$ cat src/rtl/ps2_pkg.sv
// Shared PS/2 definitions: controller state encoding, frame length and default timing.
// Used by the host transmitter and the keyboard receiver.
package ps2_pkg;

    typedef enum logic [2:0] {
        ST_IDLE     = 3'd0,
        ST_INHIBIT  = 3'd1,
        ST_REQ      = 3'd2,
        ST_SHIFT    = 3'd3,
        ST_ACK      = 3'd4,
        ST_WAIT_REL = 3'd5
    } ps2_state_e;

    localparam int FRAME_BITS      = 11;
    localparam int DEF_CLK_HZ      = 50_000_000;
    localparam int DEF_INHIBIT_CYC = 5000;
    localparam int DEF_TIMEOUT_CYC = 750_000;
    localparam int DEF_FILT_CYC    = 8;

    // PS/2 frames carry odd parity: the parity bit makes the count of ones odd
    function automatic logic odd_parity(input logic [7:0] d);
        return ~^d;
    endfunction

endpackage

$ cat src/rtl/ps2_line_filter.sv
// Two-flop synchronizer plus stability filter for one PS/2 pad; reports the
// filtered level and a one-cycle pulse on each filtered 1->0 transition.
module ps2_line_filter
    import ps2_pkg::*;
#(
    parameter int FILT_CYC = DEF_FILT_CYC
) (
    input  logic clk,
    input  logic clrn,
    input  logic pad,
    output logic level,
    output logic fall
);

    localparam int CW = $clog2(FILT_CYC + 1);
    localparam logic [CW-1:0] CNT_LAST = CW'(FILT_CYC - 1);
    localparam logic [CW-1:0] CNT_ONE  = CW'(32'd1);

    logic          sync1_r;
    logic          sync2_r;
    logic          level_r;
    logic          fall_r;
    logic [CW-1:0] cnt_r;

    // Synchronize the pad, then accept a new level only after FILT_CYC stable samples
    always_ff @(posedge clk) begin
        if (!clrn) begin
            sync1_r <= 1'b1;
            sync2_r <= 1'b1;
            level_r <= 1'b1;
            fall_r  <= 1'b0;
            cnt_r   <= {CW{1'b0}};
        end else begin
            sync1_r <= pad;
            sync2_r <= sync1_r;
            fall_r  <= 1'b0;
            if (sync2_r == level_r) begin
                cnt_r <= {CW{1'b0}};
            end else if (cnt_r == CNT_LAST) begin
                level_r <= sync2_r;
                fall_r  <= level_r;
                cnt_r   <= {CW{1'b0}};
            end else begin
                cnt_r <= cnt_r + CNT_ONE;
            end
        end
    end

    assign level = level_r;
    assign fall  = fall_r;

endmodule

$ cat src/rtl/ps2_host_tx.sv
// PS/2 host-to-device command transmitter: inhibits the bus, issues a request to
// send, shifts out data/parity/stop on device clock falls and checks the ACK.
module ps2_host_tx
    import ps2_pkg::*;
#(
    parameter int CLK_HZ      = DEF_CLK_HZ,
    parameter int INHIBIT_CYC = DEF_INHIBIT_CYC,
    parameter int TIMEOUT_CYC = DEF_TIMEOUT_CYC,
    parameter int FILT_CYC    = DEF_FILT_CYC
) (
    input  logic       clk,
    input  logic       clrn,
    input  logic       wrn,
    input  logic [7:0] din,
    input  logic       ps2_clk_in,
    input  logic       ps2_data_in,
    output logic       ps2_clk_oe,
    output logic       ps2_data_oe,
    output logic       busy,
    output logic       done,
    output logic       ack_err
);

    localparam int IW = $clog2(INHIBIT_CYC + 1);
    localparam int TW = $clog2(TIMEOUT_CYC + 1);
    localparam logic [IW-1:0] INH_LAST = IW'(INHIBIT_CYC - 1);
    localparam logic [IW-1:0] INH_ONE  = IW'(32'd1);
    localparam logic [TW-1:0] TO_LAST  = TW'(TIMEOUT_CYC - 1);
    localparam logic [TW-1:0] TO_ONE   = TW'(32'd1);
    localparam logic [3:0]    PAR_EDGE = 4'd8;

    if (CLK_HZ < 1 || INHIBIT_CYC < 1 || TIMEOUT_CYC < 1 || FILT_CYC < 1) begin : g_bad_param
        $error("ps2_host_tx: timing parameters must be positive");
    end

    logic clk_lvl_s;
    logic clk_fall_s;
    logic data_lvl_s;
    logic data_fall_unused_s;

    ps2_line_filter #(.FILT_CYC(FILT_CYC)) u_clk_filt (
        .clk   (clk),
        .clrn  (clrn),
        .pad   (ps2_clk_in),
        .level (clk_lvl_s),
        .fall  (clk_fall_s)
    );

    ps2_line_filter #(.FILT_CYC(FILT_CYC)) u_data_filt (
        .clk   (clk),
        .clrn  (clrn),
        .pad   (ps2_data_in),
        .level (data_lvl_s),
        .fall  (data_fall_unused_s)
    );

    ps2_state_e    state_r, state_n;
    logic [7:0]    data_r, data_n;
    logic          parity_r, parity_n;
    logic [3:0]    bit_cnt_r, bit_cnt_n;
    logic [IW-1:0] inh_cnt_r, inh_cnt_n;
    logic [TW-1:0] to_cnt_r, to_cnt_n;
    logic          clk_oe_r, clk_oe_n;
    logic          data_oe_r, data_oe_n;
    logic          busy_r, busy_n;
    logic          done_r, done_n;
    logic          ack_err_r, ack_err_n;

    // State and datapath registers; every output comes straight from a flop
    always_ff @(posedge clk) begin
        if (!clrn) begin
            state_r   <= ST_IDLE;
            data_r    <= 8'h00;
            parity_r  <= 1'b0;
            bit_cnt_r <= 4'd0;
            inh_cnt_r <= {IW{1'b0}};
            to_cnt_r  <= {TW{1'b0}};
            clk_oe_r  <= 1'b0;
            data_oe_r <= 1'b0;
            busy_r    <= 1'b0;
            done_r    <= 1'b0;
            ack_err_r <= 1'b0;
        end else begin
            state_r   <= state_n;
            data_r    <= data_n;
            parity_r  <= parity_n;
            bit_cnt_r <= bit_cnt_n;
            inh_cnt_r <= inh_cnt_n;
            to_cnt_r  <= to_cnt_n;
            clk_oe_r  <= clk_oe_n;
            data_oe_r <= data_oe_n;
            busy_r    <= busy_n;
            done_r    <= done_n;
            ack_err_r <= ack_err_n;
        end
    end

    // Next-state and next-output logic for the transmit sequence
    always_comb begin
        state_n   = state_r;
        data_n    = data_r;
        parity_n  = parity_r;
        bit_cnt_n = bit_cnt_r;
        inh_cnt_n = inh_cnt_r;
        to_cnt_n  = to_cnt_r;
        clk_oe_n  = clk_oe_r;
        data_oe_n = data_oe_r;
        busy_n    = busy_r;
        done_n    = 1'b0;
        ack_err_n = ack_err_r;
        case (state_r)
            ST_IDLE: begin
                clk_oe_n  = 1'b0;
                data_oe_n = 1'b0;
                busy_n    = 1'b0;
                if (!wrn) begin
                    data_n    = din;
                    parity_n  = odd_parity(din);
                    ack_err_n = 1'b0;
                    busy_n    = 1'b1;
                    clk_oe_n  = 1'b1;
                    inh_cnt_n = {IW{1'b0}};
                    state_n   = ST_INHIBIT;
                end else begin
                    state_n = ST_IDLE;
                end
            end
            ST_INHIBIT: begin
                // Clock release and start bit leave INHIBIT on the same edge
                if (inh_cnt_r == INH_LAST) begin
                    clk_oe_n  = 1'b0;
                    data_oe_n = 1'b1;
                    to_cnt_n  = {TW{1'b0}};
                    bit_cnt_n = 4'd0;
                    state_n   = ST_REQ;
                end else begin
                    inh_cnt_n = inh_cnt_r + INH_ONE;
                end
            end
            ST_REQ, ST_SHIFT, ST_ACK: begin
                if (to_cnt_r == TO_LAST) begin
                    clk_oe_n  = 1'b0;
                    data_oe_n = 1'b0;
                    ack_err_n = 1'b1;
                    busy_n    = 1'b0;
                    state_n   = ST_IDLE;
                end else begin
                    to_cnt_n = to_cnt_r + TO_ONE;
                    if (state_r == ST_REQ) begin
                        state_n = ST_SHIFT;
                    end else if (!clk_fall_s) begin
                        state_n = state_r;
                    end else if (state_r == ST_SHIFT) begin
                        // bit_cnt_r holds the number of falls already seen
                        bit_cnt_n = bit_cnt_r + 4'd1;
                        if (bit_cnt_r < PAR_EDGE) begin
                            data_oe_n = ~data_r[bit_cnt_r[2:0]];
                        end else if (bit_cnt_r == PAR_EDGE) begin
                            data_oe_n = ~parity_r;
                        end else begin
                            data_oe_n = 1'b0;
                            state_n   = ST_ACK;
                        end
                    end else begin
                        bit_cnt_n = bit_cnt_r + 4'd1;
                        if (!data_lvl_s) begin
                            state_n = ST_WAIT_REL;
                        end else begin
                            ack_err_n = 1'b1;
                            busy_n    = 1'b0;
                            state_n   = ST_IDLE;
                        end
                    end
                end
            end
            ST_WAIT_REL: begin
                if (clk_lvl_s && data_lvl_s) begin
                    done_n  = 1'b1;
                    busy_n  = 1'b0;
                    state_n = ST_IDLE;
                end else begin
                    state_n = ST_WAIT_REL;
                end
            end
            default: begin
                clk_oe_n  = 1'b0;
                data_oe_n = 1'b0;
                busy_n    = 1'b0;
                state_n   = ST_IDLE;
            end
        endcase
    end

    assign ps2_clk_oe  = clk_oe_r;
    assign ps2_data_oe = data_oe_r;
    assign busy        = busy_r;
    assign done        = done_r;
    assign ack_err     = ack_err_r;

endmodule

$ cat config.mk
export PLATFORM = sky130hd
export DESIGN_NAME = ps2_host_tx
export DESIGN_NICKNAME = d
export VERILOG_FILES = /design/src/rtl/ps2_pkg.sv /design/src/rtl/ps2_line_filter.sv /design/src/rtl/ps2_host_tx.sv
export SDC_FILE = /design/constraint.sdc
export NUM_CORES = 1
export LEC_CHECK = 0
export ABC_AREA = 1
export ABC_CLOCK_PERIOD_IN_PS = 4000
export CORE_ASPECT_RATIO = 1.25
export CORE_MARGIN = 2
export CORE_UTILIZATION = 25
export DETAILED_ROUTE_END_ITERATION = 12
export SLEW_MARGIN = 40
export SYNTH_ARGS = -nofsm -noshare
export SYNTH_HDL_FRONTEND = slang
export SYNTH_SLANG_ARGS = --single-unit
$ cat constraint.sdc
create_clock -name clk -period 4 [get_ports clk]
set_input_delay 1 -clock clk [delete_from_list [all_inputs] [get_ports clk]]
set_output_delay 1 -clock clk [all_outputs]
set_load 0.03 [all_outputs]
==> After elaboration in Yosys (flattened, before gate mapping) <==
Cells that the tools add are included.
{ "totals": {"regBits": 69, "latchBits": 0, "ramBits": 0, "mem_bits_ro": 0, "out_inout_bits": 5, "elab_cells": 137, "memories": 0} }
{ "classes": {"n_addsub": 5, "multipliers": 0, "div": 0, "order_cmp": 2, "n_eq_ne": 28, "shift": 0, "mux": 51, "bitwise": 9, "reduce_logical": 22} }
{ "ops": {"columns": ["op", "n"], "rows": [
  ["$mux 20", 2],
  ["$pmux 20 s2", 1],
  ["$mux 3", 9],
  ["$mux 13", 2],
  ["$pmux 13 s2", 1],
  ["$mux 1", 25],
  ["$add 20x1->20 const B", 1],
  ["$eq 20x20->1 const B", 1],
  ["$mux 4", 4],
  ["$ne 2x2->1 const B", 7],
  ["$add 13x1->13 const B", 1],
  ["$eq 13x13->1 const B", 1],
  ["$add 4x1->4 const B", 3],
  ["$pmux 3 s4", 1],
  ["$reduce_and 6->1", 2],
  ["$reduce_or 3->1", 4],
  ["$ne 5x5->1 const B", 2],
  ["$reduce_and 5->1", 2],
  ["$ne 3x3->1 const B", 3],
  ["$not 1->1", 9],
  ["$reduce_and 3->1", 3],
  ["$eq 4x3->1 const B", 2],
  ["$pmux 1 s4", 2],
  ["$pmux 4 s2", 1],
  ["other kinds (19)", 28]
]} }

==> Logic depth before layout (Yosys ltp) <==
Gate-level depths: netlist of the first run.
{ "depth": {"depth_word": 9, "depth_mapped": 11, "depth_no_buf": 11} }

==> Hierarchy <==
From an unflattened synthesis of the first run, not the netlist that was laid out.
{ "hier_totals": {"cells_unflattened": 571, "hier_area_um2": 3757.4} }
{ "by_module_without_submodules": {"columns": ["module", "instances", "cells_each", "area_per_inst_um2", "seq_area_each_um2"], "rows": [
  ["ps2_host_tx", 1, 507, 3174.3, 1081.0],
  ["ps2_line_filter", 2, 32, 291.5, 160.2]
]} }

==> Worst setup path after synthesis of the first run <==
Ideal clock, no wire load.
{ "synth_timing": {"path_kind": "input to register", "from": "input wrn", "to": "register inh_cnt_r[6]", "setup_ns": 0.119, "arrival_time_ns": 1.681, "setup_slack_ns": 2.200, "stages": 7, "path_cell_list": "inv_1 nand3_1 buf_4 nand2_1 inv_1 o21ai_0 a21oi_1"} }
{ "synth_between": {"elab_chain_len": 2} }
{ "synth_lines": {"columns": ["element", "line", "rtl"], "rows": [
  ["start: declaration", "ps2_host_tx.sv:13", "input logic wrn,"],
  ["$ne 2x2->1 (no line)", null, null],
  ["$reduce_and 3->1 (no line)", null, null],
  ["end signal: assignment", "ps2_host_tx.sv:76", "inh_cnt_r <= {IW{1'b0}};"],
  ["end signal: assignment", "ps2_host_tx.sv:88", "inh_cnt_r <= inh_cnt_n;"],
  ["end: declaration", "ps2_host_tx.sv:61", "logic [IW-1:0] inh_cnt_r, inh_cnt_n;"]
]} }
No other way between the ends.
A chain may end at the register's enable or synchronous reset.

==> Final worst setup path of the first run <==
{ "layout_timing": {"from": "register clk_oe_r, in the netlist ps2_clk_oe", "to": "output ps2_clk_oe"} }
{ "layout_lines": {"columns": ["element", "line", "rtl"], "rows": [
  ["start: declaration", "ps2_host_tx.sv:63", "logic clk_oe_r, clk_oe_n;"],
  ["start signal: assignment", "ps2_host_tx.sv:90", "clk_oe_r <= clk_oe_n;"],
  ["end: declaration", "ps2_host_tx.sv:17", "output logic ps2_clk_oe,"]
]} }
No word-level cell between the ends.

==> metrics.md, run 1 <==
| Metric | Value |
|---|---|
| Power Total | between 2 and 2.5 mW |
| Setup-failing EPs final | 0 |
| GR Util met3 | 0.0239 |
| Port bufs | 17 |
| Setup_tns | 0 ns |
| Post-synthesis mux area share | 0 |
| Post-synth cell types | 38 |
| Required @ worst endpoint | 3.00 ns |
| Met2 GRT Util | 0.195 |
| Setup Skew | 0.00901 ns |
| EDFF count, synth | 0 |
| Reg clk slew, reported paths | about 0.050 ns |
| Outcome | finished, final reports clean |
| Post-synthesis adder-cell area fraction | 0.0196 |
| Slew @ Worst Pin | 0.768 ns |
| First-pass GRT wire length | 15100 um |
| Post-Synth Simple-Gate Area | 0.378 |
| H-tree Lvls | 3 |
| Worst-path cell chain | clkdlybuf4s50_1 |
| HP Class | reg2reg |
| Buf/Inv on CP | 1 |
| Max Clock Freq | 419 MHz |
| Crit path DAT | 1.39 ns |
| FFs w/ async S/R, synth | 0 |
| Cts hold-fix bufs | 0 |
| Post-route antenna net violation count | 0 |
| Post-CTS sizing | 0 |
| Global Route met1 Usage | 0.139 |
| CTS Sinks | 69 |
| I/O pin count | 18 |
| Die area | ~16000 um^2 |
| Worst-path fanout max | 2 |
| Register area share after synthesis | 0.361 |
| Pwr Density | between 500 and 600 nW/um^2 |
| Share of the clock period used by the worst path | 0.597 |
| Main synth FF type | dfxtp_1 |
| Pre-antenna DRT Iters | 5 |
| Synth Area in Compound Gates | 0.108 |
| All-layer global routing usage | 0.114 |
| Leak | 1.60 nW |
| Number of global-route vias before repair | roughly 3.3k |
| Max-Cap Viols | 0 |
| Kind of critical path | reg2out |
| Rows | 50 |
| YS warnings | 0 |
| DIE HEIGHT | 142 um |
| Fin crit period | around 2.4 ns |
| Endpoint type of the worst setup path | primary output |
| Max VDD drop | roughly 0.40 mV |
| DRC Markers | 0 |
| Flops & latches, synth | about 70 |
| Final HPWL DP | 6290 um |
| Initial antenna violation count | 0 |
| Starting Density | 0.256 |
| RSZ-0062 raised after global routing | no |
| Post-synthesis xor/xnor area fraction | 0.0435 |
| Largest family of logic cells by synthesized area | simple AND/OR/NAND/NOR gates |
| Vias | 3515 |
| Post-CTS Setup Bufs | 0 |
| Wirelength, routed | 8680 um |
| Largest incremental delay on the critical path | 0.69 ns |
| Placer Congestion | ~0.9 |
| Nets | between 600 and 700 |
| Drt wl/cell | 11.2 um |
| Area grow syn2layout | 15.5% |
| Worst-skew pair later-pin latency | 0.34 ns |
| Post-synthesis cell area | 3820 um^2 |
| Layout cells sized above 1 | 0.0812 |
| GR Overflow Total | 0 |
| Core Footprint | between 10000 and 15000 um^2 |
| Total CTS buffers | 9 |
| Top cell family by delay on the critical path | buffers and inverters |
| Vias/cell | roughly 4.5 |
| Syn Nets | about 600 |
| Post-Synthesis Cells | 571 |
| Die extent in x | between 100 and 150 um |
| Root buf cell | clkbuf_16 |
| Hold Vio Cnt, Final | 0 |
| Slew Limit Headroom | 0.488 |
| Startpoint Class | flip-flop |
| Slowest cell on crit path | clkdlybuf4s50_1 |
| CTS tree | yes |
| Gr busiest metal | met2 |
| Ant diodes | 0 |
| Slew Limit Fails | 0 |
| Max clock buf depth | 2 |
| Largest net degree at the start of global routing | 37 |
| Syn Area/Cell | between 6 and 7 um^2 |
| DRT iter0 DRCs | 157 |
-- registers in the layout, summed over array words and instances (netlist names) --
name                 cells
data_r                   8
bit_cnt_r                4
state_r                  3
u_data_filt.cnt_r        4
to_cnt_r                20
inh_cnt_r               13
ack_err                  1
u_data_filt.sync1_r      1
done                     1
ps2_data_oe              1
u_clk_filt.fall          1
ps2_clk_oe               1
u_clk_filt.level         1
parity_r                 1
u_data_filt.sync2_r      1
u_clk_filt.sync2_r       1
u_clk_filt.cnt_r         4
u_clk_filt.sync1_r       1
busy                     1
u_data_filt.level        1
-- cells by family after synthesis --
| logic type | Yosys count |
|---|---|
| DFF | 69 |
| xor gates and xnor gates | 19 |
| AOI/OAI and AO/OA | 80 |
| and+or+nand+nor | 316 |
| buffers and inverters | 81 |
| adders and majority gates | 6 |
-- placed cells by master, fill, tap and decap left out, types with 5 or more instances in the layout --
cell type        synthesis  final
inv_1                   60     60
nand2_2                  5      5
nand2_1                137    137
o21ai_0                 24     24
nor3_1                   9      9
clkdlybuf4s50_1          0     17
nand3_1                 50     50
nor2_1                  74     74
nand4_1                 12     12
xnor2_1                  7      7
a21oi_1                 50     50
clkbuf_16                0      9
xor2_1                  12     12
or2_2                    7      7
ha_1                     6      6
dfxtp_1                 69     69
-- synth_stat cells, drive strengths merged, types with 3 or more instances --
cell type / count / area share
nand2: 145 / 0.15
clkbuf: 5 / 0.0052
xnor2: 7 / 0.016
nor3: 10 / 0.014
dfxtp: 69 / 0.36
nand3: 53 / 0.075
nand4: 13 / 0.023
a21oi: 51 / 0.068
or2: 7 / 0.011
xor2: 12 / 0.027
nor2: 80 / 0.087
nor3b: 3 / 0.0059
ha: 6 / 0.020
buf: 10 / 0.019
o21ai: 26 / 0.034
inv: 64 / 0.063
-- area by class of cell --
class / instances / area, um^2
clock buffers: 11 / 243
clock inverters: 4 / 25.0
fillers: 1611 / 10500
inverters: 66 / 248
multi-input cells: 421 / 2100
flip-flops and latches: 69 / 1380
well taps: 182 / 228
repair buffers: 20 / 193
-- per-layer routing --
metal / vias to the layer above / wire (um)
li1: 1872 / -
met1: 1568 / 3920
met4: 0 / 197
met3: 19 / 254
met5: - / 0
met2: 56 / 4310
-- per-stage QoR --
| step | hold slack (ns) | worst slack (ns) | util | instances | area, um^2 |
|---|---|---|---|---|---|
| 6_report | 0.411 | 1.61 | 0.295 | 773 | 4420 |
| 5_1_grt | 0.439 | 1.48 | 0.295 | 773 | 4420 |
| 4_1_cts | 0.415 | 1.58 | 0.295 | 773 | 4420 |
| 3_5_place_dp | 0.403 | 1.34 | 0.277 | 758 | 4150 |
| 3_3_place_gp | 0.408 | 1.38 | 0.277 | 758 | 4150 |
| 2_1_floorplan | 0.393 | 2.20 | - | 571 | 3820 |
-- worst reg2reg max path, stage by stage (launching register included) --
cell	delay [ns]
dfxtp_1	0.61
nor2_4	0.08
a21oi_2	0.58
nand2_4	0.11
nand3_4	0.28
inv_2	0.19
a21oi_1	0.17
nor2_1	0.06
-- where the power goes --
part	switching, mW	internal, mW
combinational	0.562	0.246
sequential	0.0564	0.760
clock	0.295	0.430
-- path summary, 6_finish.rpt --
path	startpoint	depth (start not counted)	end	slack, ns
max reg2reg	state_r[2]	7	to_cnt_r[15]	1.82
max	ps2_clk_oe	1	ps2_clk_oe	1.61
min reg2reg	u_data_filt.sync1_r	1	u_data_filt.sync2_r	0.41
min	u_data_filt.sync1_r	1	u_data_filt.sync2_r	0.41
No activity file was read; power rests on OpenSTA's default activity.
==> run 2: changes to the inputs <==
--- a/config.mk
+++ b/config.mk
@@ -6,7 +6,7 @@
 export NUM_CORES = 1
 export LEC_CHECK = 0
 export ABC_AREA = 1
-export ABC_CLOCK_PERIOD_IN_PS = 4000
+export ABC_CLOCK_PERIOD_IN_PS = 2330
 export CORE_ASPECT_RATIO = 1.25
 export CORE_MARGIN = 2
 export CORE_UTILIZATION = 25
==> constraint.sdc (replaced) <==
create_clock -name clk -period 2.33 [get_ports clk]
set_input_delay 0.5825 -clock clk [delete_from_list [all_inputs] [get_ports clk]]
set_output_delay 0.5825 -clock clk [all_outputs]
set_load 0.03 [all_outputs]
==> run 2 against run 1 <==
Net effect:
- via count down 0.63%
- sequential power up 72%
- flip-flop and latch count unchanged
- highest routed layer unchanged
==> metrics.md, run 2 (synthesized netlist as in run 1, its figures left out) <==
| Metric | Value |
|---|---|
| Outcome | finished, final reports clean |
| Ant diodes | 0 (unchanged) |
| Pre-antenna DRT Iters | 4 (-1) |
| Area grow syn2layout | 17.5% |
| Die area | 16300 um^2 (unchanged) |
| Slew Limit Fails | 0 (unchanged) |
| Setup Skew | 0.00689 ns (-0.00212 ns) |
| Flop2flop setup slack | 0.44 ns (-1.38 ns) |
| Biggest regs | to_cnt_r (20), inh_cnt_r (13), data_r (8) |
| HP Class | reg2reg |
| First-pass GRT wire length | 15500 um (+2.1%) |
| Leak | 1.64 nW (+2.8%) |
| Worst-path cell chain | clkdlybuf4s50_1 |
| GR Overflow Total | 0 (unchanged) |
| Startpoint Class | flip-flop |
| Fin crit period | 1.98 ns |
| Required @ worst endpoint | 1.75 ns (-1.25 ns) |
| Slowest cell on crit path | clkdlybuf4s50_1 |
| Die extent in x | 115 um (unchanged) |
| Max clock buf depth | 2 (unchanged) |
| Starting Density | 0.256 (unchanged) |
| Hold Vio Cnt, Final | 0 (unchanged) |
| Worst-path fanout max | 2 (unchanged) |
| Max Clock Freq | ~500 MHz |
| Vias/cell | 4.48 (-1.4%) |
| Max VDD drop | 0.462 mV (+17%) |
| Slew Limit Headroom | 0.730 (+0.242) |
| CTS Sinks | 69 (unchanged) |
| Total CTS buffers | 9 (unchanged) |
| All-layer global routing usage | 0.117 (+0.00310) |
| Pwr Density | 937 nW/um^2 (+76%) |
| Wirelength, routed | 8680 um (about the same) |
| Commonest non-fill, non-tap cell in the layout | nand2_1 |
| Rows | 50 (unchanged) |
| Commonest non-fill, non-tap cells in the layout | nand2_1, nor2_1, dfxtp_1 |
| Comb pwr share | 0.344 (about the same) |
| Max reg flops | 20 (unchanged) |
| P_int | 2.63 mW (+83%) |
| Share of the clock period used by the worst path | 0.852 |
| Cts hold-fix bufs | 0 (unchanged) |
| Reg clk slew, reported paths | 0.06 ns (about the same) |
| Max-Cap Viols | 0 (unchanged) |
| H-tree Lvls | 3 (unchanged) |
| Sequential share of power | 0.333 (-0.014) |
| Layout filler cell count | 1606 (-0.31%) |
| Hold WS | 0.410 ns (-0.00145 ns) |
| Number of global-route vias before repair | 3425 (+3.1%) |
| DIE HEIGHT | 142 um (unchanged) |
| Top cell family by delay on the critical path | buffers and inverters |
| I/O pin count | 18 (unchanged) |
| Post-CTS sizing | 0 (unchanged) |
| Nets | 611 (+0.83%) |
| Largest net degree at the start of global routing | 31 (-16%) |
| Layout cells sized above 1 | 0.0888 (+0.00756) |
| CTS tree | yes |
| RSZ-0062 raised after global routing | no |
| Setup_tns | 0 ns (unchanged) |
| Switching pwr | 1.58 mW (+73%) |
| Worst-skew pair later-pin latency | 0.33 ns (about the same) |
| Port bufs | 17 (unchanged) |
| Reg with most FFs | to_cnt_r |
| Slew @ Worst Pin | 0.401 ns (-0.367 ns) |
| Final HPWL DP | 6470 um (+2.8%) |
| Largest incremental delay on the critical path | 0.69 ns (about the same) |
| Placer Congestion | 0.897 (+0.27%) |
| Setup-failing EPs final | 0 (unchanged) |
| Initial antenna violation count | 0 (unchanged) |
| Crit path DAT | 1.40 ns (about the same) |
| Endpoint type of the worst setup path | primary output |
| Switch share | 0.376 (-0.0129) |
| Kind of critical path | reg2out |
| Root buf cell | clkbuf_16 |
| Drt wl/cell | 11.1 um (-0.75%) |
| Core Footprint | 15000 um^2 (unchanged) |
| Buf/Inv on CP | 1 (unchanged) |
| Post-route antenna net violation count | 0 (unchanged) |
| Vias | 3493 (-0.63%) |
| Clk pwr share | 0.323 (+0.014) |
| DRT iter0 DRCs | 184 (+17%) |
| Post-CTS Setup Bufs | 0 (unchanged) |
| DRC Markers | 0 (unchanged) |
-- run 2: changes by cell type in the layout (fill, tap and decap cells not counted), sizes merged --
cell	delta
buf	+5
bufinv	+1
clkbuf	+1
clkinvlp	-1
-- run 2: worst paths after layout --
path / depth (start not counted) / from / end
setup / recovery: 1 / ps2_clk_oe / ps2_clk_oe
hold / removal: 1 / u_clk_filt.sync1_r / u_clk_filt.sync2_r
setup reg to reg: 9 / to_cnt_r[0] / to_cnt_r[3]
hold reg to reg: 1 / u_clk_filt.sync1_r / u_clk_filt.sync2_r
-- run 2: layer usage --
layer  up-vias  routed length (um)  track usage
met1      1562                3910        0.138
met5         -                   0            0
met4         0                 216       0.0558
li1       1882                   -            -
met2        36                4360        0.205
met3        13                 201       0.0213
-- run 2: final cells by class --
| class | count | area [um^2] | area share |
|---|---|---|---|
| multi-input combinational | 421 | 2100 | 0.467 |
| clock buffer | 12 | 246 | 0.0549 |
| tap | 182 | 228 | 0.0507 |
| sequential | 69 | 1380 | 0.307 |
| clock inverter | 4 | 47.5 | 0.0106 |
| inverter | 66 | 248 | 0.0551 |
| timing repair buffer | 25 | 243 | 0.0540 |
-- run 2: stage by stage --
step | power, mW | worst slack, ns | instance area [um^2] | utilization | cells
after floorplan | 2.56 | 0.722 | 3820 | - | 571
after global placement | 2.88 | 0.334 | 4200 | 0.281 | 763
after detailed placement | 2.89 | 0.302 | 4200 | 0.281 | 763
after CTS | 4.27 | 0.327 | 4490 | 0.301 | 779
after global routing | 4.54 | 0.202 | 4490 | 0.301 | 779
final | 4.21 | 0.346 | 4490 | 0.301 | 779
-- run 2: power groups by stage --
| stage | logic [mW] | registers, mW | clock network (mW) |
|---|---|---|---|
| 6_report | 1.45 | 1.40 | 1.36 |
| 5_1_grt | 1.66 | 1.42 | 1.45 |
| 4_1_cts | 1.47 | 1.40 | 1.40 |
| 3_5_place_dp | 1.46 | 1.42 | 0 |
| 3_3_place_gp | 1.46 | 1.43 | 0 |
| 2_1_floorplan | 1.11 | 1.44 | 0 |
-- run 2: worst register-to-register path, stage by stage (launching register included) --
cell	delay [ns]
dfxtp_1	0.40
ha_1	0.32
nand3_2	0.17
nor2_2	0.19
nand4_2	0.15
nand3_4	0.17
buf_4	0.21
o21ai_1	0.08
nand2_1	0.07
nor2_1	0.04
==> run 3: changes to the inputs <==
--- a/config.mk
+++ b/config.mk
@@ -7,9 +7,11 @@
 export LEC_CHECK = 0
 export ABC_AREA = 1
 export ABC_CLOCK_PERIOD_IN_PS = 2330
+export CAP_MARGIN = 20
 export CORE_ASPECT_RATIO = 1.25
 export CORE_MARGIN = 2
 export CORE_UTILIZATION = 25
+export CTS_CLUSTER_DIAMETER = 30
 export DETAILED_ROUTE_END_ITERATION = 12
 export SLEW_MARGIN = 40
 export SYNTH_ARGS = -nofsm -noshare
==> results of run 3 <==
The final DEF is identical to that of run 2; final timing and power are the same.
